[config.mk]
export PLATFORM = sky130hd
export DESIGN_NAME = multicycle_control_unit
export DESIGN_NICKNAME = d
export VERILOG_FILES = /design/src/rtl/cpu_ctrl_pkg.sv /design/src/rtl/mem_wait_timer.sv /design/src/rtl/multicycle_control_unit.sv
export SDC_FILE = /design/constraint.sdc
export NUM_CORES = 1
export LEC_CHECK = 0
export BUFFER_PORTS_ARGS = -buffer_cell sky130_fd_sc_hd__buf_4
export CORE_MARGIN = 4
export CORE_UTILIZATION = 53
export DETAILED_ROUTE_END_ITERATION = 10
export PLACE_DENSITY = 0.8
export REMOVE_ABC_BUFFERS = 1
export SLEW_MARGIN = 40
export SYNTH_ARGS = -nofsm -noshare
export SYNTH_HDL_FRONTEND = slang
export SYNTH_SLANG_ARGS = --single-unit
[constraint.sdc]
create_clock -name CLK -period 2.13 [get_ports CLK]
set_input_delay 0.3195 -clock CLK [delete_from_list [all_inputs] [get_ports CLK]]
set_output_delay 0.3195 -clock CLK [all_outputs]
set_load 0.02 [all_outputs]
[src/rtl/cpu_ctrl_pkg.sv]
// Shared encodings for the multicycle control unit: opcodes, state codes,
// datapath select values, exception causes and the per-opcode ALU selection.
package cpu_ctrl_pkg;

  localparam logic [3:0] OP_ADD  = 4'd0;
  localparam logic [3:0] OP_SUB  = 4'd1;
  localparam logic [3:0] OP_AND  = 4'd2;
  localparam logic [3:0] OP_OR   = 4'd3;
  localparam logic [3:0] OP_SLT  = 4'd4;
  localparam logic [3:0] OP_ADDI = 4'd5;
  localparam logic [3:0] OP_ANDI = 4'd6;
  localparam logic [3:0] OP_ORI  = 4'd7;
  localparam logic [3:0] OP_LW   = 4'd8;
  localparam logic [3:0] OP_SW   = 4'd9;
  localparam logic [3:0] OP_BEQ  = 4'd10;
  localparam logic [3:0] OP_BNE  = 4'd11;
  localparam logic [3:0] OP_J    = 4'd12;
  localparam logic [3:0] OP_HALT = 4'd15;

  typedef logic [3:0] state_t;

  localparam state_t S_FETCH    = 4'd0;
  localparam state_t S_DECODE   = 4'd1;
  localparam state_t S_EXEC_R   = 4'd2;
  localparam state_t S_EXEC_I   = 4'd3;
  localparam state_t S_MEM_ADDR = 4'd4;
  localparam state_t S_MEM_RD   = 4'd5;
  localparam state_t S_MEM_WR   = 4'd6;
  localparam state_t S_WB_ALU   = 4'd7;
  localparam state_t S_WB_MEM   = 4'd8;
  localparam state_t S_BRANCH   = 4'd9;
  localparam state_t S_JUMP     = 4'd10;
  localparam state_t S_EXC      = 4'd11;
  localparam state_t S_HALT     = 4'd12;

  localparam logic [2:0] ALU_AND = 3'd0;
  localparam logic [2:0] ALU_OR  = 3'd1;
  localparam logic [2:0] ALU_ADD = 3'd2;
  localparam logic [2:0] ALU_SUB = 3'd3;
  localparam logic [2:0] ALU_SLT = 3'd4;

  localparam logic [1:0] SRCB_REGB     = 2'd0;
  localparam logic [1:0] SRCB_ZEXT     = 2'd1;
  localparam logic [1:0] SRCB_SEXT     = 2'd2;
  localparam logic [1:0] SRCB_SEXT_SH1 = 2'd3;

  localparam logic [1:0] PCSRC_INC    = 2'd0;
  localparam logic [1:0] PCSRC_ALUOUT = 2'd1;
  localparam logic [1:0] PCSRC_JUMP   = 2'd2;
  localparam logic [1:0] PCSRC_EXC    = 2'd3;

  localparam logic [1:0] EXC_NONE    = 2'd0;
  localparam logic [1:0] EXC_OVFL    = 2'd1;
  localparam logic [1:0] EXC_ILLEGAL = 2'd2;
  localparam logic [1:0] EXC_MEMTO   = 2'd3;

  typedef struct packed {
    logic       pc_write;
    logic [1:0] pc_src;
    logic       ior_d;
    logic       mem_read;
    logic       mem_write;
    logic       ir_write;
    logic       reg_write;
    logic       mem_to_reg;
    logic       alu_src_a;
    logic [1:0] alu_src_b;
    logic [2:0] alu_op;
    logic       alu_out_write;
    logic       epc_write;
    logic       halted;
  } ctrl_t;

  typedef struct packed {
    logic [1:0] src_b;
    logic [2:0] op;
    logic       ovfl_trap;
  } alu_sel_t;

  // ALU operand/operation for the execute step; only signed adds/subs trap.
  function automatic alu_sel_t alu_select(input logic [3:0] opcode);
    alu_sel_t sel;
    sel = '{src_b: SRCB_REGB, op: ALU_ADD, ovfl_trap: 1'b0};
    case (opcode)
      OP_ADD:  sel = '{src_b: SRCB_REGB, op: ALU_ADD, ovfl_trap: 1'b1};
      OP_SUB:  sel = '{src_b: SRCB_REGB, op: ALU_SUB, ovfl_trap: 1'b1};
      OP_AND:  sel = '{src_b: SRCB_REGB, op: ALU_AND, ovfl_trap: 1'b0};
      OP_OR:   sel = '{src_b: SRCB_REGB, op: ALU_OR,  ovfl_trap: 1'b0};
      OP_SLT:  sel = '{src_b: SRCB_REGB, op: ALU_SLT, ovfl_trap: 1'b0};
      OP_ADDI: sel = '{src_b: SRCB_SEXT, op: ALU_ADD, ovfl_trap: 1'b1};
      OP_ANDI: sel = '{src_b: SRCB_ZEXT, op: ALU_AND, ovfl_trap: 1'b0};
      OP_ORI:  sel = '{src_b: SRCB_ZEXT, op: ALU_OR,  ovfl_trap: 1'b0};
      default: sel = '{src_b: SRCB_REGB, op: ALU_ADD, ovfl_trap: 1'b0};
    endcase
    return sel;
  endfunction

endpackage

[src/rtl/mem_wait_timer.sv]
// Counts memory wait cycles; expired_o flags the last cycle a wait may last
// before the access is abandoned.
module mem_wait_timer #(
  parameter int MEM_TIMEOUT = 15
) (
  input  logic clk,
  input  logic srst,
  input  logic clear_i,
  input  logic enable_i,
  output logic expired_o
);

  localparam int CW = $clog2(MEM_TIMEOUT + 1);

  logic [CW-1:0] count_q;
  logic [CW-1:0] count_d;

  // The current cycle is the MEM_TIMEOUT-th wait when count_q holds MEM_TIMEOUT-1.
  assign expired_o = (count_q == CW'(MEM_TIMEOUT - 1));

  always_comb begin
    count_d = count_q;
    if (clear_i) begin
      count_d = '0;
    end else if (enable_i && !expired_o) begin
      count_d = count_q + 1'b1;
    end
  end

  always_ff @(posedge clk) begin
    if (srst) begin
      count_q <= '0;
    end else begin
      count_q <= count_d;
    end
  end

endmodule

[src/rtl/multicycle_control_unit.sv]
// Moore FSM driving the 16-bit multicycle datapath control pins, with memory
// wait timeout and overflow / illegal-opcode / timeout exceptions.
module multicycle_control_unit
  import cpu_ctrl_pkg::*;
#(
  parameter int MEM_TIMEOUT = 15
) (
  input  logic       CLK,
  input  logic       Reset,
  input  logic [3:0] Opcode,
  input  logic       Zero,
  input  logic       ovfl,
  input  logic       MemReady,
  output logic       PCWrite,
  output logic [1:0] PCSrc,
  output logic       IorD,
  output logic       MemRead,
  output logic       MemWrite,
  output logic       IRWrite,
  output logic       RegWrite,
  output logic       MemToReg,
  output logic       ALUSrcA,
  output logic [1:0] ALUSrcB,
  output logic [2:0] AluOp,
  output logic       ALUOutWrite,
  output logic       EPCWrite,
  output logic [1:0] ExcCause,
  output logic       Halted,
  output logic [3:0] State
);

  state_t     state_q, state_d;
  logic [1:0] exc_cause_q, exc_cause_d;
  ctrl_t      ctrl, ctrl_out;
  alu_sel_t   alu_sel;
  logic       tmr_expired;
  logic       tmr_clear;
  logic       tmr_enable;

  always_comb begin
    ctrl        = '0;
    state_d     = state_q;
    exc_cause_d = exc_cause_q;
    alu_sel     = alu_select(Opcode);
    case (state_q)
      S_FETCH: begin
        ctrl.mem_read = 1'b1;
        if (MemReady) begin
          ctrl.ir_write = 1'b1;
          ctrl.pc_write = 1'b1;
          ctrl.pc_src   = PCSRC_INC;
          state_d       = S_DECODE;
        end else if (tmr_expired) begin
          state_d     = S_EXC;
          exc_cause_d = EXC_MEMTO;
        end
      end
      S_DECODE: begin
        ctrl.alu_src_b     = SRCB_SEXT_SH1;
        ctrl.alu_op        = ALU_ADD;
        ctrl.alu_out_write = 1'b1;
        case (Opcode)
          OP_ADD, OP_SUB, OP_AND, OP_OR, OP_SLT: state_d = S_EXEC_R;
          OP_ADDI, OP_ANDI, OP_ORI:              state_d = S_EXEC_I;
          OP_LW, OP_SW:                          state_d = S_MEM_ADDR;
          OP_BEQ, OP_BNE:                        state_d = S_BRANCH;
          OP_J:                                  state_d = S_JUMP;
          OP_HALT:                               state_d = S_HALT;
          default: begin
            state_d     = S_EXC;
            exc_cause_d = EXC_ILLEGAL;
          end
        endcase
      end
      S_EXEC_R, S_EXEC_I: begin
        ctrl.alu_src_a     = 1'b1;
        ctrl.alu_src_b     = alu_sel.src_b;
        ctrl.alu_op        = alu_sel.op;
        ctrl.alu_out_write = 1'b1;
        if (alu_sel.ovfl_trap && ovfl) begin
          state_d     = S_EXC;
          exc_cause_d = EXC_OVFL;
        end else begin
          state_d = S_WB_ALU;
        end
      end
      S_MEM_ADDR: begin
        ctrl.alu_src_a     = 1'b1;
        ctrl.alu_src_b     = SRCB_SEXT;
        ctrl.alu_op        = ALU_ADD;
        ctrl.alu_out_write = 1'b1;
        state_d            = (Opcode == OP_LW) ? S_MEM_RD : S_MEM_WR;
      end
      S_MEM_RD: begin
        ctrl.mem_read = 1'b1;
        ctrl.ior_d    = 1'b1;
        if (MemReady) begin
          state_d = S_WB_MEM;
        end else if (tmr_expired) begin
          state_d     = S_EXC;
          exc_cause_d = EXC_MEMTO;
        end
      end
      S_MEM_WR: begin
        ctrl.mem_write = 1'b1;
        ctrl.ior_d     = 1'b1;
        if (MemReady) begin
          state_d = S_FETCH;
        end else if (tmr_expired) begin
          state_d     = S_EXC;
          exc_cause_d = EXC_MEMTO;
        end
      end
      S_WB_ALU: begin
        ctrl.reg_write = 1'b1;
        state_d        = S_FETCH;
      end
      S_WB_MEM: begin
        ctrl.reg_write  = 1'b1;
        ctrl.mem_to_reg = 1'b1;
        state_d         = S_FETCH;
      end
      S_BRANCH: begin
        ctrl.alu_src_a = 1'b1;
        ctrl.alu_src_b = SRCB_REGB;
        ctrl.alu_op    = ALU_SUB;
        if ((Opcode == OP_BEQ && Zero) || (Opcode == OP_BNE && !Zero)) begin
          ctrl.pc_write = 1'b1;
          ctrl.pc_src   = PCSRC_ALUOUT;
        end
        state_d = S_FETCH;
      end
      S_JUMP: begin
        ctrl.pc_write = 1'b1;
        ctrl.pc_src   = PCSRC_JUMP;
        state_d       = S_FETCH;
      end
      S_EXC: begin
        ctrl.epc_write = 1'b1;
        ctrl.pc_write  = 1'b1;
        ctrl.pc_src    = PCSRC_EXC;
        state_d        = S_FETCH;
      end
      S_HALT: begin
        ctrl.halted = 1'b1;
      end
      default: state_d = S_FETCH;
    endcase
  end

  // Reset abandons whatever is in flight, so nothing may reach the datapath.
  assign ctrl_out = Reset ? '0 : ctrl;

  assign tmr_clear  = Reset || (state_d != state_q);
  assign tmr_enable = !MemReady &&
                      (state_q == S_FETCH || state_q == S_MEM_RD || state_q == S_MEM_WR);

  mem_wait_timer #(
    .MEM_TIMEOUT(MEM_TIMEOUT)
  ) u_timer (
    .clk      (CLK),
    .srst     (Reset),
    .clear_i  (tmr_clear),
    .enable_i (tmr_enable),
    .expired_o(tmr_expired)
  );

  always_ff @(posedge CLK) begin
    if (Reset) begin
      state_q     <= S_FETCH;
      exc_cause_q <= EXC_NONE;
    end else begin
      state_q     <= state_d;
      exc_cause_q <= exc_cause_d;
    end
  end

  assign PCWrite     = ctrl_out.pc_write;
  assign PCSrc       = ctrl_out.pc_src;
  assign IorD        = ctrl_out.ior_d;
  assign MemRead     = ctrl_out.mem_read;
  assign MemWrite    = ctrl_out.mem_write;
  assign IRWrite     = ctrl_out.ir_write;
  assign RegWrite    = ctrl_out.reg_write;
  assign MemToReg    = ctrl_out.mem_to_reg;
  assign ALUSrcA     = ctrl_out.alu_src_a;
  assign ALUSrcB     = ctrl_out.alu_src_b;
  assign AluOp       = ctrl_out.alu_op;
  assign ALUOutWrite = ctrl_out.alu_out_write;
  assign EPCWrite    = ctrl_out.epc_write;
  assign Halted      = ctrl_out.halted;
  assign ExcCause    = exc_cause_q;
  assign State       = state_q;

endmodule

# Yosys cells after proc, flatten, opt, wreduce, memory -nomap -nowiden
# Memory sizes are Yosys's and may differ from the RTL's.
# Cells that the tools add are included.
# Widths: inputs -> output; s select.
# classes
muxes,30
n_reduce_logical,29
eq_ne,31
addsub,1
# op_table
op,n
$eq 4x4->1 const B,12
$eq 4x3->1 const B,8
$pmux 4 s7,1
$pmux 4 s6,1
$mux 4,5
$pmux 5 s4,1
$mux 18,1
$eq 4x2->1 const B,4
$reduce_or 14->1,1
$reduce_or 2->1,7
$pmux 3 s4,1
$mux 1,11
$mux 2,5
$eq 4x1->1 const B,2
$logic_not 4->1,2
$reduce_or 4->1,2
$mux 3,2
$mux 6,1
$ne 2x2->1 const B,3
$pmux 2 s3,1
$reduce_or 3->1,2
$logic_and 1x1->1,5
$reduce_and 5->1,1
$reduce_or 5->1,1
6 further kinds,11
# totals
input_bits,9
mem_bits_ro,48
reg_bits,10
out_inout_bits,24
memories,1
wordCells,95
# mem_list
name,words,width,rd,rd_ports_with_merged_regs,wr,line_no,source
(no name shown),8,6,1,0,0,cpu_ctrl_pkg.sv:84,case (opcode)

# Logic depth before layout (Yosys ltp)
# An unclocked memory read counts as a cell.
# depth
ltp_word,8
ltp_mapped,8
ltp_nobuf,7

# Modules after synthesis
# From an unflattened synthesis, not the netlist that was laid out.
# hier_totals
hier_cells,174
hier_area_um2,1208.7
# modules_own_cells
mod,n_inst,area_per_inst_um2,seq_area_each_um2,cells_each
multicycle_control_unit,1,992.2,120.1,150
mem_wait_timer,1,216.5,80.1,24

# Worst setup path after synthesis
# Ideal clock, no wire load.
# synth_path
path_kind,register to output
start,"register state_q[1], in the netlist State[1]"
end,output port ALUSrcB[0]
t_arrival_ps,2043
required_ps,1811
setup_slack_ps,-232
path_buffers,3
path_stages_with_launch,6
cell_sequence,dfxtp_1 > buf_2 > clkbuf_1 > clkbuf_1 > a41oi_1 > nor4_1
# synth_between
elab_chain_len,4
elab_cells_between_ends,8
classes_between,5 x eq/ne; 2 x mux; 1 x reduce/logical
# synth_rtl
item,line_no,source
"start, declared",multicycle_control_unit.sv:32,"state_t state_q, state_d;"
"start signal, assigned",multicycle_control_unit.sv:173,state_q <= state_d;
$eq 4x2->1,multicycle_control_unit.sv:45,case (state_q)
$reduce_or 2->1,multicycle_control_unit.sv:45,
$pmux 5 s4 *,multicycle_control_unit.sv:45,
$mux 18 *,multicycle_control_unit.sv:152,assign ctrl_out = Reset ? '0 : ctrl;
"end, declared",multicycle_control_unit.sv:23,"output logic [1:0] ALUSrcB,"
# Mark *: on every way between the ends. The rest lies on a longest branch, timed or not.

# Final worst setup path
# layout_path
start,register u_timer.count_q[0]
end,register u_timer.count_q[0]
# layout_between
elab_chain_len,7
elab_cells_between_ends,12
classes_between,1 x add/sub; 2 x eq/ne; 5 x mux; 4 x reduce/logical
# layout_rtl
item,line_no,source
"start, declared",mem_wait_timer.sv:15,logic [CW-1:0] count_q;
"start signal, assigned",mem_wait_timer.sv:34,count_q <= count_d;
$eq 4x4->1,mem_wait_timer.sv:19,assign expired_o = (count_q == CW'(MEM_TIMEOUT - 1));
$mux 4,"multicycle_control_unit.sv:53, multicycle_control_unit.sv:99, multicycle_control_unit.sv:109",
$mux 4 (on tied branches),"multicycle_control_unit.sv:107, multicycle_control_unit.sv:48, multicycle_control_unit.sv:97",
$pmux 4 s7,multicycle_control_unit.sv:45,
$ne 4x4->1,multicycle_control_unit.sv:154,assign tmr_clear = Reset || (state_d != state_q);
$logic_or 1x1->1,multicycle_control_unit.sv:154,
$reduce_or 2->1 (no source line),n/a,
# Several ways; a longest one is shown, not always the timed one.
# A chain may end at the register's enable or synchronous reset.

==> flow_summary.json <==
{
  "status": "finished, final reports clean",
  "ant_nets": 0,
  "htreeDepth": 1,
  "synth_area_per_cell_um2": 7.41,
  "cp-start-kind": "register",
  "cp.depth": 7,
  "yosysTopAreaCellShare_pct": 15.4,
  "min_from": "Reset",
  "synthFlopType": "dfxtp_1",
  "ys_types": 53,
  "cts_buffer_depth": 2,
  "peakVddDrop_v": 0.000931,
  "cts_root_buffer": "clkbuf_4",
  "synth_top_area_cell": "dfxtp_1",
  "fin_setup_tns_ns": 0,
  "r2r_start": "u_timer.count_q[0]",
  "netlist_instances": 176,
  "cts_sinks": 10,
  "fin_skew_ns": 0.00222,
  "row_count": 17,
  "post-route-cell-area_um2": 1660,
  "ys_ff_latch": 10,
  "critPathSlowestCell": "a311o_2",
  "critPathKind": "reg2reg",
  "final_common_cell": "buf_4",
  "min_to": "State[0]",
  "start_util_pct": 57.3,
  "n_antenna_cell": 0,
  "p_leak_uw": 0.000637,
  "max_freq_ghz": 0.489,
  "synth_area_leaders": "dfxtp_1 (15%), nor3_1 (5.4%), nor2_1 (4.6%), xnor2_1 (4.0%), a21oi_1 (3.8%)",
  "grt_pass1_vias": 1393,
  "r2r_end": "u_timer.count_q[0]",
  "async_flop_share_pct": 0,
  "p_per_area_nw_per_um2": 1310,
  "cp.required_ns": 2.31,
  "yosysSeqAreaShare_pct": 15.4,
  "path_max_fanout": 9,
  "rsz0062_at_grt": "yes",
  "die_area_um2": 3320,
  "cpLargestDelayFamily": "compound AO/OA/AOI/OAI gates",
  "routed_wl_mm": 3.96,
  "worst_pin_slew_ns": 0.496,
  "insertion_delay_ns": 0.27,
  "finalCritPeriodShare_pct": 96.1,
  "final_cell_mix": "buf_4 (41), nor3_1 (14), nor2_1 (13), a21oi_1 (10), o21ai_0 (9)",
  "grt_max_degree": 22,
  "drt_pass1_iterations": 5,
  "drv_slew": 0,
  "end_kind": "register",
  "hold_path.class": "in2reg",
  "gp_congestion": 0.877,
  "worstPathArrival_ns": 2.22,
  "wl_per_cell_um": 17.0,
  "period_needed_ns": 2.05,
  "fill_cells": 176,
  "cts_buffers": 3,
  "synth_edf_count": 0,
  "yosys_warnings": 0,
  "hold_violations": 0,
  "core_area_um2": 2280,
  "r2r_slack_ns": 0.08,
  "synthesis.area_um2": 1300,
  "rr_worst_depth": 7,
  "postCtsHoldBufs": 0,
  "overflow": 0,
  "die_x_um": 57.6,
  "cpPeakStageDelay_ns": 0.47,
  "cp_num_buf_inv": 1,
  "ff_latch_area_um2": 204,
  "path_cells": "inv_1, ha_1, a311o_2, maj3_2, nand2_2, o2111ai_4, nor4_2",
  "cts.clk_slew.worst_paths_ns": 0.07,
  "hold_path_depth": 2,
  "hpwlAfterDp_mm": 2.85,
  "cts_tree": "done",
  "io_pins": 33,
  "io_buffers": 32,
  "drive_gt1_share_pct": 32.7,
  "drv_cap": 0,
  "die_h_um": 57.6,
  "setup_viol": 0,
  "grt_pass1_wl_mm": 6.57,
  "antenna_found_initial": 0,
  "vias_per_cell": 6.58,
  "finalNetCount": 217,
  "hold_ws_ns": 0.401,
  "postPlaceCellArea_um2": 1550,
  "area_growth_pct": 27.1,
  "dr.first_iter.drc_count": 71,
  "multi_input_area_um2": 1020,
  "dr_total_vias": 1533,
  "track_usage_pct": 24.5,
  "relSlewSlack_pct": 66.1,
  "drcViolationCount": 0
}
==> worst reg2reg max path, stage by stage (launching register included) <==
cell       delay (ns)
dfxtp_1          0.40
inv_1            0.06
ha_1             0.21
a311o_2          0.47
maj3_2           0.36
nand2_2          0.09
o2111ai_4        0.12
nor4_2           0.24
==> flip-flops by register name, indices dropped and copies added (netlist names) <==
name             cells
ExcCause             2
State                4
u_timer.count_q      4
==> cell type report <==
| class | count | share of cell area [%] |
|---|---|---|
| Multi-Input combinational cell | 142 | 61.3 |
| Inverter | 6 | 1.59 |
| Timing Repair Buffer | 43 | 20.5 |
| Sequential cell | 10 | 12.3 |
| Clock buffer | 4 | 2.19 |
| Tap cell | 28 | 2.11 |
==> kinds of logic after synthesis <==
group / after synthesis / synth area share [%]
compound gates: 51 / 29.6
xor+xnor: 8 / 5.37
fa+ha+maj: 3 / 2.78
buf+inv: 24 / 9.79
flops: 10 / 15.4
mux: 1 / 0.864
simple gates: 79 / 36.3
==> repair_timing <==
action,in CTS,in global routing
gates resized for setup,4,9
setup endpoints to repair,4,6
setup buffers,0,2
pin swaps,0,1
==> how the worst max path moves through the flow <==
stage               slack, ns                from                 end
finish                   0.08  u_timer.count_q[0]  u_timer.count_q[0]
global route            -0.05  u_timer.count_q[0]  u_timer.count_q[3]
CTS                      0.02  u_timer.count_q[0]  u_timer.count_q[0]
detailed placement       0.05  u_timer.count_q[0]  u_timer.count_q[0]
global placement         0.16  u_timer.count_q[0]  u_timer.count_q[0]
floorplan               -0.24            State[1]            AluOp[2]
==> cells in the mapped netlist (all sizes together), types with 2 or more instances <==
master / n
xnor2: 6
a22oi: 3
nand2: 7
nor3: 15
inv: 6
nand3: 2
o21ai: 9
a211oi: 2
dfxtp: 10
and4: 3
o2111a: 2
nor4: 6
buf: 11
nand2b: 7
clkbuf: 7
a21oi: 10
nor3b: 2
or3: 3
nor4b: 5
o2111ai: 2
a31oi: 6
nand4: 3
a2111oi: 2
ha: 2
nor2b: 2
o21a: 6
nor2: 16
and3: 4
xor2: 2
==> layer usage <==
layer  share of wire, %  GRT usage (%)
met5                  0              0
met4               0.83           6.95
met3                 11           3.62
met2                 48           41.5
met1                 40           31.9
==> through the flow <==
stage | total power, uW | util, % | instances | setup WS, ns
final | 2160 | 72.8 | 233 | 0.0833
after global routing | 2310 | 72.8 | 233 | -0.0549
after CTS | 2060 | 70.4 | 231 | 0.0249
after detailed placement | 1860 | 68.3 | 227 | 0.0463
after global placement | 1820 | 68.3 | 227 | 0.161
after floorplan | 1320 | - | 158 | -0.236
==> where the power goes <==
group,total (uW),switching (uW),internal [uW]
clock,173,69.5,104
combinational,1640,960,682
sequential,347,103,244
total,2160,1130,1030
Power figures use the tool's default switching activity.
